`src/rtl/i2c_slave_fsm.sv`:
```
// I2C register-access slave protocol FSM: pad synchronisation, START/STOP
// detection, address/register/data phase sequencing and register-file port.
module i2c_slave_fsm #(
  parameter logic [6:0]  DEV_ADDR = 7'h42,
  parameter int unsigned NUM_REGS = 8
) (
  input  logic       clk,
  input  logic       rst_n,
  input  logic       ena,
  input  logic       SCL_in,
  input  logic       SDA_in,
  output logic [4:0] state,
  output logic [2:0] data_index,
  output logic [7:0] read_value,
  output logic [7:0] rd_addr,
  input  logic [7:0] rd_data,
  output logic       wr_en,
  output logic [7:0] wr_addr,
  output logic [7:0] wr_data
);

  typedef enum logic [4:0] {
    ST_IDLE          = 5'd0,
    ST_START         = 5'd1,
    ST_DEVICE_ADDR   = 5'd2,
    ST_READ_OR_WRITE = 5'd3,
    ST_ADDR_ACK      = 5'd4,
    ST_REG_ADDR      = 5'd5,
    ST_REG_ACK       = 5'd6,
    ST_WRITE         = 5'd7,
    ST_WRITE_ACK     = 5'd8,
    ST_READ          = 5'd9,
    ST_READ_ACK      = 5'd10,
    ST_STOP          = 5'd11
  } state_t;

  localparam logic [7:0] PTR_MAX = 8'(NUM_REGS - 1);
  localparam logic [8:0] NREGS   = 9'(NUM_REGS);

  // Synchroniser and edge-history registers (idle bus level is 1).
  logic scl_meta_q, scl_sync_q, scl_prev_q;
  logic sda_meta_q, sda_sync_q, sda_prev_q;

  // Protocol state.
  state_t     state_q, state_d;
  logic [2:0] idx_q, idx_d;
  logic [7:0] shift_q, shift_d;
  logic       rw_q, rw_d;
  logic [7:0] ptr_q, ptr_d;
  logic [7:0] read_value_q, read_value_d;
  logic       wr_en_q, wr_en_d;
  logic [7:0] wr_addr_q, wr_addr_d;
  logic [7:0] wr_data_q, wr_data_d;

  // Decoded bus events.
  logic       scl_rise;
  logic       start_cond;
  logic       stop_cond;
  logic [7:0] rx_byte;
  logic [7:0] ptr_inc;

  // Both SCL samples high means SCL is stable, so an SDA edge then is START/STOP.
  assign scl_rise   = scl_sync_q & ~scl_prev_q;
  assign start_cond = scl_sync_q & scl_prev_q & sda_prev_q & ~sda_sync_q;
  assign stop_cond  = scl_sync_q & scl_prev_q & ~sda_prev_q & sda_sync_q;
  assign rx_byte    = {shift_q[6:0], sda_sync_q};
  assign ptr_inc    = (ptr_q == PTR_MAX) ? 8'd0 : (ptr_q + 8'd1);

  // Pad synchronisers and previous-sample registers.
  always_ff @(posedge clk) begin
    if (!rst_n) begin
      scl_meta_q <= 1'b1;
      scl_sync_q <= 1'b1;
      scl_prev_q <= 1'b1;
      sda_meta_q <= 1'b1;
      sda_sync_q <= 1'b1;
      sda_prev_q <= 1'b1;
    end else if (ena) begin
      scl_meta_q <= SCL_in;
      scl_sync_q <= scl_meta_q;
      scl_prev_q <= scl_sync_q;
      sda_meta_q <= SDA_in;
      sda_sync_q <= sda_meta_q;
      sda_prev_q <= sda_sync_q;
    end
  end

  // Next-state and datapath decode; START/STOP override everything else.
  always_comb begin
    state_d      = state_q;
    idx_d        = idx_q;
    shift_d      = shift_q;
    rw_d         = rw_q;
    ptr_d        = ptr_q;
    read_value_d = read_value_q;
    wr_en_d      = 1'b0;
    wr_addr_d    = wr_addr_q;
    wr_data_d    = wr_data_q;

    if (start_cond) begin
      state_d = ST_START;
      idx_d   = 3'd7;
      shift_d = 8'hFF;
    end else if (stop_cond) begin
      state_d = ST_STOP;
      idx_d   = 3'd7;
    end else if (scl_rise) begin
      case (state_q)
        ST_IDLE: begin
          state_d = ST_IDLE;
        end
        ST_START: begin
          // Address bit 6 sampled here; idx tracks the next address bit.
          shift_d = rx_byte;
          idx_d   = 3'd5;
          state_d = ST_DEVICE_ADDR;
        end
        ST_DEVICE_ADDR: begin
          shift_d = rx_byte;
          if (idx_q == 3'd0) begin
            state_d = ST_READ_OR_WRITE;
          end else begin
            idx_d = idx_q - 3'd1;
          end
        end
        ST_READ_OR_WRITE: begin
          if (shift_q[6:0] == DEV_ADDR) begin
            rw_d    = sda_sync_q;
            state_d = ST_ADDR_ACK;
          end else begin
            state_d = ST_IDLE;
          end
        end
        ST_ADDR_ACK: begin
          idx_d = 3'd7;
          if (rw_q) begin
            read_value_d = rd_data;
            state_d      = ST_READ;
          end else begin
            state_d = ST_REG_ADDR;
          end
        end
        ST_REG_ADDR: begin
          shift_d = rx_byte;
          if (idx_q == 3'd0) begin
            ptr_d   = 8'({1'b0, rx_byte} % NREGS);
            state_d = ST_REG_ACK;
          end else begin
            idx_d = idx_q - 3'd1;
          end
        end
        ST_REG_ACK: begin
          idx_d   = 3'd7;
          state_d = ST_WRITE;
        end
        ST_WRITE: begin
          shift_d = rx_byte;
          if (idx_q == 3'd0) begin
            wr_en_d   = 1'b1;
            wr_addr_d = ptr_q;
            wr_data_d = rx_byte;
            state_d   = ST_WRITE_ACK;
          end else begin
            idx_d = idx_q - 3'd1;
          end
        end
        ST_WRITE_ACK: begin
          ptr_d   = ptr_inc;
          idx_d   = 3'd7;
          state_d = ST_WRITE;
        end
        ST_READ: begin
          if (idx_q == 3'd0) begin
            // Advance the pointer one phase early so the combinational
            // rd_data already reflects the next register when the ACK
            // clock loads read_value.
            ptr_d   = ptr_inc;
            state_d = ST_READ_ACK;
          end else begin
            idx_d = idx_q - 3'd1;
          end
        end
        ST_READ_ACK: begin
          read_value_d = rd_data;
          idx_d        = 3'd7;
          state_d      = ST_READ;
        end
        ST_STOP: begin
          state_d = ST_STOP;
        end
        default: begin
          state_d = ST_IDLE;
        end
      endcase
    end else if (state_q > ST_STOP) begin
      state_d = ST_IDLE;
    end else begin
      state_d = state_q;
    end
  end

  // Protocol state registers; everything holds while ena is low.
  always_ff @(posedge clk) begin
    if (!rst_n) begin
      state_q      <= ST_IDLE;
      idx_q        <= 3'd7;
      shift_q      <= 8'hFF;
      rw_q         <= 1'b0;
      ptr_q        <= 8'd0;
      read_value_q <= 8'd0;
      wr_en_q      <= 1'b0;
      wr_addr_q    <= 8'd0;
      wr_data_q    <= 8'd0;
    end else if (ena) begin
      state_q      <= state_d;
      idx_q        <= idx_d;
      shift_q      <= shift_d;
      rw_q         <= rw_d;
      ptr_q        <= ptr_d;
      read_value_q <= read_value_d;
      wr_en_q      <= wr_en_d;
      wr_addr_q    <= wr_addr_d;
      wr_data_q    <= wr_data_d;
    end
  end

  assign state      = state_q;
  assign data_index = idx_q;
  assign read_value = read_value_q;
  assign rd_addr    = ptr_q;
  assign wr_en      = wr_en_q & ena;
  assign wr_addr    = wr_addr_q;
  assign wr_data    = wr_data_q;

endmodule
```
`config.mk`:
```
export PLATFORM = sky130hd
export DESIGN_NAME = i2c_slave_fsm
export DESIGN_NICKNAME = d
export VERILOG_FILES = /design/src/rtl/i2c_slave_fsm.sv
export SDC_FILE = /design/constraint.sdc
export NUM_CORES = 1
export LEC_CHECK = 0
export ABC_AREA = 1
export BUFFER_PORTS_ARGS = -buffer_cell sky130_fd_sc_hd__buf_2
export CAP_MARGIN = 20
export CORE_MARGIN = 2
export CORE_UTILIZATION = 49
export CTS_BUF_LIST = sky130_fd_sc_hd__clkbuf_8
export DETAILED_ROUTE_END_ITERATION = 6
export GPL_ROUTABILITY_DRIVEN = 0
export HOLD_SLACK_MARGIN = 0.05
export PLACE_DENSITY = 0.73
export SLEW_MARGIN = 30
export SYNTH_ARGS = -nofsm -noshare
export SYNTH_HDL_FRONTEND = slang
export SYNTH_SLANG_ARGS = --single-unit
```
`constraint.sdc`:
```
create_clock -name clk -period 1.88 [get_ports clk]
set_input_delay 0.47 -clock clk [delete_from_list [all_inputs] [get_ports clk]]
set_output_delay 0.47 -clock clk [all_outputs]
set_load 0.1 [all_outputs]
```
==> run metrics <==
critical path fanouts, max 8; RSZ-0062 raised after global routing false; worst hold path type primary input to flop; Final Hold Vio Count 0; # setup viols final 0; wire length per cell 12.2 um; Die H roughly 78 um; area of placed instances between 2000 and 3000 sq um; Max Clock Skew ~13 ps; crit-path max cell delay approximately 480 ps; Crit. path cell count 1; full die area 6020 sq um; first-pass GRT wire length just over 10 mm; CP max stage cell dfxtp_1; CTS Buffer Depth 2; Final nets about 450; Antenna Cells 0; Power Density between 700 and 800 nW/um^2; Fill cells between 400 and 500; ANT nets after route 0; worst-path cell chain buf_2; Max rail drop VDD ~510 uV; Rows 26; CTS buffer count 5; layout cells sized above 1 roughly a quarter; delay-heaviest family, CP flip-flops; Synth Area in XOR/XNOR less than 1%; Synth Area in Compound Gates between 15 and 20%; routed vias 2518; Cell variety after synth 31; Hold-fix buffers, CTS 0; Pre-antenna DRT Iters 5; Final Instance Area just over 3000 sq um; clock latency on the worst-skew pair approximately 320 ps; Iteration-0 DRC Markers 226; worst hold path depth 3; most common cell after layout, fill and taps aside nand2_1; syn nets between 300 and 400; worst setup margin around 130 ps; setup TNS 0 ps; Worst setup SP type flop; Yosys warning total 0; post-synthesis mux area share 0%; Initial Util about half; R2R depth 7; vias in the first global route about 2200; DPL Wire Length 4.39 mm; Synth Area in Simple Gates between 20% and 30%; Post-route DRC 0; synthesized area per cell approximately 7.0 sq um; Seq/Total Area, Yosys about two fifths; CTS tree done; adder-cell area share of the yosys netlist roughly 1.4%; Final Critical Period between 1500 and 2000 ps; vias per cell approximately 5.0; Worst Path Arrival around 1300 ps; top_reg_cell synth dfxtp_1; Gate Count Post-Synth 380; htree depth 2; initial antenna violation count 0; Final Cycle Share roughly 93%; CTS Sinks 54; GRT Total Usage roughly a fifth; cell area after synthesis about 2700 sq um; max frequency approximately 0.57 GHz; worst slack at placement 197 ps; largest family of logic cells by synthesized area simple AND/OR/NAND/NOR gates; maxcap violations 0; pin count of the biggest net entering global routing 30; gr ovfl total 0; final WL 6.08 mm; Post-synth EDFFs 0; Req. time, crit path ~1400 ps; crit end category primary output; Core Footprint 5170 sq um; root buffer cell clkbuf_8; Synth async-reset ratio 0%; Area growth syn-to-layout 16.6%; Leakage about 1.5 nW; status complete, no violations; Top-Level Pins 54; PortBufs 52; CP Buf/Inv Count 1; most frequent cells in the layout 66 x nand2_1, 51 x buf_2, 49 x inv_1, 44 x nor2_1, 43 x dfxtp_1; Crit Path Class flop to primary output; Clock transition at path regs between 100 and 150 ps; Final Core Density roughly three fifths; Slew Limit Fails 0; die width between 70 and 80 um; Yosys reg bits 54
==> kinds of logic after synthesis <==
logic type	after synthesis
buf+inv	65
other cells	1
simple gates	164
xor+xnor	2
compound gates	91
flops	54
fa+ha+maj	3
==> report_power, final <==
group          total [mW]  switching [mW]  internal (mW)  leakage, nW
combinational       0.311           0.234         0.0768        0.980
sequential           1.19          0.0230           1.17        0.440
clock               0.696           0.419          0.277       0.0502
==> layer usage <==
metal / vias up / track usage, % / wire length [um]
met5: - / 0 / 0
met4: 0 / 5.89 / 53
met3: 6 / 4.07 / 451
met2: 103 / 30.9 / 2570
met1: 1091 / 29.9 / 3010
li1: 1318 / - / -
==> sequential cells by signal (all words and copies together), names as in the netlist, 3 cells and up <==
| name | cells |
|---|---|
| data_index | 3 |
| wr_addr | 8 |
| read_value | 8 |
| wr_data | 8 |
| state | 4 |
| rd_addr | 8 |
| shift_q | 7 |
==> through the flow <==
| step | power [mW] | instances | hold WS, ps |
|---|---|---|---|
| after CTS | 2.21 | 500 | 361 |
| after detailed placement | 1.52 | 492 | 433 |
| after global placement | 1.52 | 492 | 429 |
| after global routing | 2.29 | 500 | 377 |
| after floorplan | 1.46 | 380 | 429 |
| final | 2.20 | 500 | 365 |
==> layout make-up <==
type / count / area, sq um / share of cell area (%)
Clock buffer: 5 / 68.8 / 2.22
Tap cell: 70 / 87.6 / 2.83
Sequential cell: 54 / 1090 / 35.4
Inverter: 52 / 195 / 6.30
Multi-Input combinational cell: 261 / 1310 / 42.3
Clock inverter: 3 / 28.8 / 0.929
Timing Repair Buffer: 55 / 310 / 10.0
==> cells in the mapped netlist (2+ instances only) <==
| cell | n | share of area, % |
|---|---|---|
| inv_2 | 3 | 0.42 |
| nand2_1 | 66 | 9.3 |
| o21ai_0 | 36 | 6.8 |
| buf_2 | 2 | 0.38 |
| o21ai_1 | 12 | 2.3 |
| nor2_1 | 44 | 6.2 |
| ha_1 | 3 | 1.4 |
| nand2_4 | 3 | 1.3 |
| nor3_1 | 5 | 0.94 |
| inv_1 | 49 | 6.9 |
| nand3_1 | 24 | 4.5 |
| dfxtp_1 | 54 | 41 |
| nor2_2 | 5 | 1.2 |
| nor2_4 | 5 | 2.1 |
| buf_4 | 2 | 0.57 |
| nand4_1 | 3 | 0.71 |
| nand2_2 | 5 | 1.2 |
| nand3_2 | 3 | 1.1 |
| a21oi_1 | 37 | 7.0 |
| buf_6 | 2 | 0.85 |
| clkbuf_1 | 7 | 0.99 |
==> what timing repair did <==
action                                  4_1_cts  5_1_grt
resized for setup                             0        1
setup buffers                                 0        0
endpoints found under the hold margin         0        0
endpoints found under the setup margin        0        1
==> path summary, 6_finish.rpt <==
check                              from                         end  slack (ps)
max reg2reg     scl_sync_q$_SDFFE_PN1P_  read_value[2]$_SDFFE_PN0P_         220
min reg2reg  read_value[4]$_SDFFE_PN0P_  read_value[4]$_SDFFE_PN0P_         450
max             rd_addr[4]$_SDFFE_PN0P_                  rd_addr[4]         130
min                              SDA_in     sda_meta_q$_SDFFE_PN1P_         370
Power figures use the tool's default switching activity.
